## src/rtl/serial_pattern_generator.sv

```systemverilog
// Serial pattern source: sends a captured word MSB-first with repeats and idle gaps,
// and flags where a golden Mealy overlapping detector would match TARGET on dout.
module serial_pattern_generator #(
  parameter int              WIDTH  = 4,
  parameter int              TLEN   = 4,
  parameter logic [TLEN-1:0] TARGET = 4'b1101
) (
  input  logic             clk,
  input  logic             reset,
  input  logic [WIDTH-1:0] pat_data,
  input  logic [7:0]       repeat_cnt,
  input  logic [3:0]       gap,
  input  logic             load,
  output logic             ready,
  output logic             dout,
  output logic             dout_valid,
  output logic             match_exp,
  output logic             done
);

  localparam int IW = (WIDTH > 1) ? $clog2(WIDTH) : 1;
  localparam logic [IW-1:0] IDX_MSB = IW'(WIDTH - 1);

  typedef enum logic [1:0] {IDLE, SHIFT, GAP, DONE} state_t;

  state_t           state_q;
  logic [WIDTH-1:0] word_q;
  logic [7:0]       rep_q;
  logic [3:0]       gap_cfg_q;
  logic [3:0]       gap_cnt_q;
  logic [IW-1:0]    idx_q;
  logic [IW-1:0]    idx_d;
  logic [TLEN-2:0]  hist_q;
  logic [TLEN-2:0]  hist_d;
  logic [TLEN-1:0]  window;
  logic             ready_q;
  logic             dout_q;
  logic             valid_q;
  logic             done_q;

  // idx_q always names the bit currently on dout
  always_comb begin
    idx_d  = idx_q - IW'(1);
    window = {hist_q, dout_q};
    hist_d = window[TLEN-2:0];
  end

  always_ff @(posedge clk) begin
    if (reset) begin
      state_q   <= IDLE;
      word_q    <= '0;
      rep_q     <= '0;
      gap_cfg_q <= '0;
      gap_cnt_q <= '0;
      idx_q     <= '0;
      hist_q    <= '0;
      ready_q   <= 1'b1;
      dout_q    <= 1'b0;
      valid_q   <= 1'b0;
      done_q    <= 1'b0;
    end else begin
      hist_q <= hist_d;
      done_q <= 1'b0;
      case (state_q)
        IDLE: begin
          if (load) begin
            word_q    <= pat_data;
            rep_q     <= repeat_cnt;
            gap_cfg_q <= gap;
            idx_q     <= IDX_MSB;
            dout_q    <= pat_data[WIDTH-1];
            valid_q   <= 1'b1;
            ready_q   <= 1'b0;
            state_q   <= SHIFT;
          end
        end
        SHIFT: begin
          if (idx_q != '0) begin
            idx_q  <= idx_d;
            dout_q <= word_q[idx_d];
          end else if (rep_q != 8'd0) begin
            rep_q <= rep_q - 8'd1;
            if (gap_cfg_q != 4'd0) begin
              gap_cnt_q <= gap_cfg_q;
              dout_q    <= 1'b0;
              valid_q   <= 1'b0;
              state_q   <= GAP;
            end else begin
              idx_q  <= IDX_MSB;
              dout_q <= word_q[WIDTH-1];
            end
          end else begin
            dout_q  <= 1'b0;
            valid_q <= 1'b0;
            done_q  <= 1'b1;
            state_q <= DONE;
          end
        end
        GAP: begin
          if (gap_cnt_q == 4'd1) begin
            idx_q   <= IDX_MSB;
            dout_q  <= word_q[WIDTH-1];
            valid_q <= 1'b1;
            state_q <= SHIFT;
          end else begin
            gap_cnt_q <= gap_cnt_q - 4'd1;
          end
        end
        DONE: begin
          ready_q <= 1'b1;
          state_q <= IDLE;
        end
        default: state_q <= IDLE;
      endcase
    end
  end

  assign ready      = ready_q;
  assign dout       = dout_q;
  assign dout_valid = valid_q;
  assign done       = done_q;
  // Mealy: the bit on dout this cycle completes the window
  assign match_exp  = (window == TARGET);

endmodule
```

## config.mk

```make
export PLATFORM = sky130hd
export DESIGN_NAME = serial_pattern_generator
export DESIGN_NICKNAME = d
export VERILOG_FILES = /design/src/rtl/serial_pattern_generator.sv
export SDC_FILE = /design/constraint.sdc
export NUM_CORES = 1
export LEC_CHECK = 0
export BUFFER_PORTS_ARGS = -buffer_cell sky130_fd_sc_hd__buf_2
export CORE_ASPECT_RATIO = 0.75
export CORE_MARGIN = 5
export CORE_UTILIZATION = 60
export CTS_BUF_LIST = sky130_fd_sc_hd__clkbuf_4 sky130_fd_sc_hd__clkbuf_8 sky130_fd_sc_hd__clkbuf_16
export CTS_CLUSTER_DIAMETER = 40
export CTS_CLUSTER_SIZE = 14
export DETAILED_ROUTE_END_ITERATION = 6
export PLACE_DENSITY = 0.79
export REMOVE_ABC_BUFFERS = 1
export SETUP_SLACK_MARGIN = 0.15
export SLEW_MARGIN = 20
export SYNTH_ARGS = -nofsm -noshare
export SYNTH_HDL_FRONTEND = slang
export SYNTH_SLANG_ARGS = --single-unit
export TNS_END_PERCENT = 5
```

## constraint.sdc

```tcl
create_clock -name clk -period 3.3 [get_ports clk]
set_clock_uncertainty 0.05 [all_clocks]
set_input_delay 0.495 -clock clk [delete_from_list [all_inputs] [get_ports clk]]
set_output_delay 0.495 -clock clk [all_outputs]
set_load 0.01 [all_outputs]
```

==> results.md, run 1 <==
* Placement Setup Slack at 1.14 ns
* Total power per unit cell area at 1020 nW/um^2
* Mean routed wirelength per cell at 16.5 um
* Final hold vios at 0
* Clk network pwr share at between 10% and 20%
* Effective utilization at floorplan at around 62%
* Mapped cell area at 1830 sq um
* Root Buffer Master: sky130_fd_sc_hd__clkbuf_8
* Category of the critical setup timing path: reg2reg
* Relative contribution of sequential cells to total power at between 20 and 30%
* TritonRoute pass-1 iters at 4
* Highest clock frequency the design can meet at approximately 450 MHz
* Placement-stage cell area at 1940 sq um
* IO Count at 24
* Combinational share of power at between 50% and 60%
* Total Routed Length at 4430 um
* Worst hold path depth at 3
* Weighted congestion reported at the end of routability-driven placement at 0.895
* Total overflow reported by the global router at 0
* Hold buffers post-CTS at 0
* Final nets at 258
* Worst relative slew slack at 56.5%
* Row count at 17
* Cell count after synthesis at 212
* PnR worst setup slack at 1.07 ns
* Placed wire-length estimate after detailed placement at 3150 um
* Fraction of registers with async set/reset at 0%
* Class of the tightest hold or removal check: in2reg
* Final cell area excluding filler cells at 2050 sq um
* Min cycle time layout at 2.23 ns
* Unrepaired setup endpoints after global routing: false
* Required time at the endpoint of the critical path at 3.43 ns
* CTS tree: yes
* Number of synthesized register bits at 31
* Static leakage power at roughly 0.00081 uW
* Final antenna-violating net count at 0
* Clk Latency, worst-skew pair at about 0.29 ns
* Layout fillers at ~250
* Fraction of final layout cells with drive strength greater than 1 at 19.9%
* Post-route insts no fill at about 270
* Vias per inst at ~6.2
* R2R depth at 6
* DRC violations left at 0
* Largest net degree at the start of global routing at 30
* Port-buffer cells at 23
* Reg-to-reg critical path endpoint: idx_q[1]
* Hold path endpoint: word_q[0]
* Sequential-to-total area share from yosys stat at 33.9%
* Setup-failing EPs final at 0
* Synthesized area per cell at 8.64 sq um
* Syn-to-layout area delta at 11.8%
* Area of the die at 4270 sq um
* Register-to-Register Setup Slack at between 1 and 1.5 ns
* Post-synthesis cell type count at 52
* DR vias at 1681
* CTS Buf Count at 5
* Number of antenna violations at the first check in global routing at 0
* Drt initial violations at approximately 160
* Psw at 934 uW
* Pin slew with the least headroom to its limit at 0.651 ns
* Gr usage total at approximately 22%
* Core area at around 2900 sq um
* Internal power at 1160 uW
* IR Drop Worst-Case VDD at 0.000491 V
* Post-synth EDFFs at 0
* Clock slew at the register clock pins of the worst setup and hold paths at 0.07 ns
* Synthesis Warnings at 0
* Worst R2R Start: state_q[0]
* Via count of the first global-routing pass at about 1600
* Post-placement cell count at 261
* Count of final max-slew check failures at 0
* Most used DFF post-synth: sky130_fd_sc_hd__dfxtp_1
* Cts repair resizes at 0
* CP endpoint kind: register
* Critical path peak fanout at 9
* Worst path arrival time at roughly 2.4 ns
* Floorplan die height at 57.9 um
* Sum of negative setup slack at 0 ns
* Width of the die at 73.8 um
* Final clock period utilization by the worst path at 67.4%
* Number of buffers on the longest clock path at 2
* Global-route wire length before repair at approximately 7300 um
* Hold_sp: pat_data[0]
* Switching share of total power at 44.6%
* Utilization of the core after routing at 69.8%
* Outcome: complete, no violations
* ANT cells at 0
* Critical Path Source Type: register
* Setup fix buffers added after clock tree synthesis at 0
* Clock Sink Count at 31
* CTS H-Tree Depth at 2
* Count of max-cap constraint violations at 0
-- cell families (layout without fill, tap and decap cells) --
family	Yosys count	count (layout)	synth area share [%]
fa+ha+maj	9	9	6.15
mux	7	7	4.51
simple gates	68	68	21.1
buf+inv	26	45	5.81
flops	31	31	33.9
compound gates	71	71	28.6
-- layer usage --
layer  global-route usage [%]  vias up  share of wire, %
met1                     29.3      787                45
met4                     8.01        0               1.2
met5                        0        -                 0
met3                     4.85        6               6.7
met2                     33.1       68                47
li1                         -      820                 -
-- cells in the final DEF (no fill, tap or decap), types with 3 or more instances in the layout --
master and instances:
sky130_fd_sc_hd__nor2_1 4, sky130_fd_sc_hd__buf_2 23, sky130_fd_sc_hd__a21o_1 3, sky130_fd_sc_hd__o32ai_1 3, sky130_fd_sc_hd__nand2_1 28, sky130_fd_sc_hd__nor2b_1 11, sky130_fd_sc_hd__a221oi_1 3, sky130_fd_sc_hd__dfxtp_1 31
sky130_fd_sc_hd__mux2i_1 6, sky130_fd_sc_hd__clkbuf_8 7, sky130_fd_sc_hd__nand3_1 3, sky130_fd_sc_hd__nor4_1 4, sky130_fd_sc_hd__o211ai_1 4, sky130_fd_sc_hd__inv_1 13, sky130_fd_sc_hd__a211oi_1 4, sky130_fd_sc_hd__o21ai_0 5
sky130_fd_sc_hd__a21oi_1 23, sky130_fd_sc_hd__ha_1 9, sky130_fd_sc_hd__o21ai_1 3, sky130_fd_sc_hd__a2bb2oi_1 5
-- cell usage after synthesis (2+ instances only) --
cell                         n  area [sq um]
sky130_fd_sc_hd__nor3b_1     2          15.0
sky130_fd_sc_hd__clkbuf_1    5          18.8
sky130_fd_sc_hd__o22ai_1     2          12.5
sky130_fd_sc_hd__a21o_1      3          22.5
sky130_fd_sc_hd__a2111oi_0   2          17.5
sky130_fd_sc_hd__nor3_1      2          10.0
sky130_fd_sc_hd__a211oi_1    4          30.0
sky130_fd_sc_hd__o32ai_1     3          26.3
sky130_fd_sc_hd__inv_1      13          48.8
sky130_fd_sc_hd__a211oi_2    2          25.0
sky130_fd_sc_hd__a2bb2oi_1   5          43.8
sky130_fd_sc_hd__nor2_1      4          15.0
sky130_fd_sc_hd__buf_2       3          15.0
sky130_fd_sc_hd__or3_1       2          12.5
sky130_fd_sc_hd__o211ai_1    4          30.0
sky130_fd_sc_hd__nor4_1      4          25.0
sky130_fd_sc_hd__dfxtp_1    31           621
sky130_fd_sc_hd__o21ai_0     5          25.0
sky130_fd_sc_hd__and2_1      2          12.5
sky130_fd_sc_hd__buf_1       3          11.3
sky130_fd_sc_hd__mux2i_1     6          60.1
sky130_fd_sc_hd__a221oi_1    3          26.3
sky130_fd_sc_hd__o41a_1      2          22.5
sky130_fd_sc_hd__a21oi_1    23           115
sky130_fd_sc_hd__nand2_1    28           105
sky130_fd_sc_hd__ha_1        9           113
sky130_fd_sc_hd__nor2b_1    11          68.8
sky130_fd_sc_hd__nand3_1     3          15.0
sky130_fd_sc_hd__o21ai_1     3          15.0
-- through the flow --
| step | total power, uW | hold slack [ns] |
|---|---|---|
| 2_1_floorplan | 1470 | 0.377 |
| 3_3_place_gp | 1700 | 0.392 |
| 3_5_place_dp | 1740 | 0.401 |
| 4_1_cts | 2080 | 0.392 |
| 5_1_grt | 2240 | 0.395 |
| 6_report | 2090 | 0.399 |
-- sequential cells by signal (all words and copies together) (netlist names) --
name and flops:
gap_cnt_q 4, dout 1, idx_q 2, ready 1
state_q 2, done 1, dout_valid 1, gap_cfg_q 4
word_q 4, hist_q 3, rep_q 8
-- power groups by stage --
| stage | clock [uW] | sequential [uW] | combinational, uW |
|---|---|---|---|
| 2_1_floorplan | 0 | 584 | 882 |
| 4_1_cts | 343 | 600 | 1140 |
| 6_report | 338 | 604 | 1150 |
| 5_1_grt | 361 | 621 | 1260 |
| 3_3_place_gp | 0 | 601 | 1100 |
| 3_5_place_dp | 0 | 608 | 1130 |
-- cell type report --
type                       instances  area, sq um  share of cell area [%]
inverter                          13         48.8                    2.38
multi-input combinational        155         1100                    53.9
tap                               38         47.5                    2.32
timing repair buffer              24          123                    5.99
sequential                        31          621                    30.3
clock buffer                       8          104                    5.07
-- critical path, stage by stage (launching register included) --
cell                        delay (ns)
sky130_fd_sc_hd__dfxtp_1          0.35
sky130_fd_sc_hd__inv_1            0.14
sky130_fd_sc_hd__ha_1             0.34
sky130_fd_sc_hd__nor2b_1          0.59
sky130_fd_sc_hd__a21o_1           0.25
sky130_fd_sc_hd__a2111oi_0        0.11
sky130_fd_sc_hd__a211oi_1         0.28
-- worst max path at each step --
| stage | end | slack (ns) | cells past startpoint | start |
|---|---|---|---|---|
| global placement | rep_q[7] | 1.19 | 7 | state_q[1] |
| floorplan | rep_q[0] | 1.27 | 6 | state_q[1] |
| CTS | idx_q[1] | 1.07 | 6 | state_q[0] |
| finish | idx_q[1] | 1.07 | 6 | state_q[0] |
| detailed placement | idx_q[1] | 1.14 | 6 | state_q[0] |
| global route | dout_valid | 0.92 | 6 | state_q[0] |
Note: power is estimated with default switching activity, not from simulation.
==> inputs of run 2 (changes only) <==
CORE_UTILIZATION = 57   (was 60)
PLACE_DENSITY = 0.76   (was 0.79)
clock period = 2.12 ns   (was 3.3 ns; I/O delays follow)
==> run 2 against run 1 <==
Global-route usage grew 0.63 points. Count of clock-buffer cells in the layout is the same. Sequential power grew 56%. Power grew 63%. Die area grew 4.4%. Largest power group unchanged. Routed wire length grew 4.6%. Cell count grew 2.6%. Design area grew 2.9%. Worst hold slack lost 0.17 ns. Via count grew 3.1%.
==> results.md, run 2 (synthesis results as in run 1) <==
* Largest net degree at the start of global routing at 17 (-43%)
* Drt initial violations at 197 (+24%)
* Flip-flop count of the largest register after layout at 8 (unchanged)
* Critical path peak fanout at 5 (-4)
* Area of the die at 4460 sq um (+4.4%)
* Root Buffer Master: sky130_fd_sc_hd__clkbuf_8
* CP endpoint kind: register
* Slowest cell on the critical path: sky130_fd_sc_hd__dfxtp_1
* Class of the tightest hold or removal check: in2reg
* Global-route wire length before repair at 7580 um (+4.3%)
* Vias per inst at 6.28 (+0.48%)
* Worst path arrival time at 2.16 ns (-0.20 ns)
* Total power per unit cell area at 1620 nW/um^2 (+58%)
* Clock Sink Count at 31 (unchanged)
* Port-buffer cells at 23 (unchanged)
* Placed wire-length estimate after detailed placement at 3370 um (+6.9%)
* Via count of the first global-routing pass at 1658 (+5.7%)
* Core area at 3020 sq um (+2.9%)
* Number of antenna violations at the first check in global routing at 0 (unchanged)
* Unrepaired setup endpoints after global routing: true
* IO Count at 24 (unchanged)
* Total Routed Length at 4630 um (+4.6%)
* Register-to-Register Setup Slack at 0.09 ns (-0.98 ns)
* Fraction of final layout cells with drive strength greater than 1 at 23.5% (+3.6 points)
* Worst relative slew slack at 64.9% (+8.4 points)
* Sum of negative setup slack at 0 ns (unchanged)
* Width of the die at 75.5 um (+2.2%)
* DRC violations left at 0 (unchanged)
* Utilization of the core after routing at 69.8% (about the same)
* DR vias at 1733 (+3.1%)
* Worst path bufs/invs at 2 (+1)
* Effective utilization at floorplan at 60.6% (-1.8 points)
* Most flops, register: rep_q
* Category of the critical setup timing path: reg2reg
* Critical Path Source Type: register
* Count of final max-slew check failures at 0 (unchanged)
* IR Drop Worst-Case VDD at 0.000969 V (+98%)
* Layout fillers at 255 (+3.2%)
* Clock slew at the register clock pins of the worst setup and hold paths at 0.07 ns (about the same)
* Placement-stage cell area at 1990 sq um (+2.3%)
* Cells along the critical path: inv_1 > ha_1 > or4b_4 > o21ai_4 > buf_4 > a311o_1 > a211oi_1
* Final nets at 265 (+2.7%)
* Floorplan die height at 59.1 um (+2.2%)
* Final clock period utilization by the worst path at 95.6% (+28 points)
* Mean routed wirelength per cell at 16.8 um (+1.9%)
* Required time at the endpoint of the critical path at 2.25 ns (-1.18 ns)
* Dominant delay contributor by cell family on the critical path: compound AO/OA/AOI/OAI gates
* Weighted congestion reported at the end of routability-driven placement at 0.886 (-1.0%)
* Pin slew with the least headroom to its limit at 0.526 ns (-0.125 ns)
* ANT cells at 0 (unchanged)
* Count of max-cap constraint violations at 0 (unchanged)
* Hold buffers post-CTS at 0 (unchanged)
* Syn-to-layout area delta at 15.1%
* Most common cell after layout, fill and taps aside: sky130_fd_sc_hd__dfxtp_1
* Final hold vios at 0 (unchanged)
* CTS H-Tree Depth at 2 (unchanged)
* Largest stage delay on the critical path at 0.43 ns (-0.16 ns)
* Final cell area excluding filler cells at 2110 sq um (+2.9%)
* Highest clock frequency the design can meet at 493 MHz (+9.8%)
* Final worst hold slack at 0.225 ns (-0.174 ns)
* Row count at 17 (unchanged)
* CTS tree: yes
* Static leakage power at 0.000840 uW (+4.1%)
* Number of buffers on the longest clock path at 2 (unchanged)
* Final antenna-violating net count at 0 (unchanged)
* Clk Latency, worst-skew pair at 0.28 ns (about the same)
* Min cycle time layout at 2.03 ns (-0.199 ns)
* TritonRoute pass-1 iters at 6 (+2)
* Total overflow reported by the global router at 0 (unchanged)
* Top library cells by usage in the layout, fill and taps aside: 31 x sky130_fd_sc_hd__dfxtp_1, 28 x sky130_fd_sc_hd__nand2_1, 23 x sky130_fd_sc_hd__a21oi_1, 23 x sky130_fd_sc_hd__buf_2, 13 x sky130_fd_sc_hd__inv_1
* Outcome: complete, no violations
* CTS Buf Count at 5 (unchanged)
* Setup-failing EPs final at 0 (unchanged)
* Gr usage total at 22.1% (+0.63 points)
run 2: cell types whose count changed in the layout (fill, tap and decap cells not counted):
| cell | delta |
|---|---|
| sky130_fd_sc_hd__nor2b_1 | -1 |
| sky130_fd_sc_hd__nor2b_2 | +1 |
| sky130_fd_sc_hd__buf_4 | +7 |
| sky130_fd_sc_hd__ha_2 | +2 |
| sky130_fd_sc_hd__ha_1 | -2 |
run 2: final cells by class:
type,instances,area [sq um],share of cell area [%]
clock buffer,8,104,4.93
inverter,13,48.8,2.31
multi-input combinational,155,1110,52.8
sequential,31,621,29.4
tap,38,47.5,2.26
timing repair buffer,31,175,8.31
run 2: per-layer routing:
metal / GRT usage (%) / routed length (um) / vias up
li1: - / - / 833
met2: 32.5 / 2100 / 81
met5: 0 / 0 / -
met1: 31.2 / 2110 / 805
met4: 7.48 / 95 / 0
met3: 5.93 / 324 / 14
run 2: path summary, 6_finish.rpt:
check         startpoint  cells after the start         to
max             rep_q[1]                      7   idx_q[1]
min          pat_data[1]                      3  word_q[1]
max reg2reg     rep_q[1]                      7   idx_q[1]
min reg2reg    word_q[1]                      2  word_q[1]
run 2: repair_timing:
action,CTS,global route
hold endpoints to repair,0,0
pin swaps,0,2
gates resized for setup,2,1
endpoints found under the setup margin,6,12
buffers inserted,0,1
run 2: where the power goes:
| group | switching [uW] | internal, uW | total, uW |
|---|---|---|---|
| Clock | 217 | 309 | 525 |
| Sequential | 184 | 758 | 942 |
| Combinational | 1110 | 837 | 1940 |
| Total | 1510 | 1900 | 3410 |
run 2: tightest hold or removal path, cell delays in order:
cell                      delay [ns]
sky130_fd_sc_hd__buf_2          0.09
sky130_fd_sc_hd__nand2_1        0.04
sky130_fd_sc_hd__a21oi_1        0.05
run 2: stage by stage:
step           setup WS [ns]  power [uW]  std cells
2_1_floorplan         0.0883        2280        199
3_3_place_gp           0.125        2730        267
3_5_place_dp          0.0511        2790        267
4_1_cts                0.132        3330        275
5_1_grt               0.0433        3630        276
6_report              0.0929        3410        276
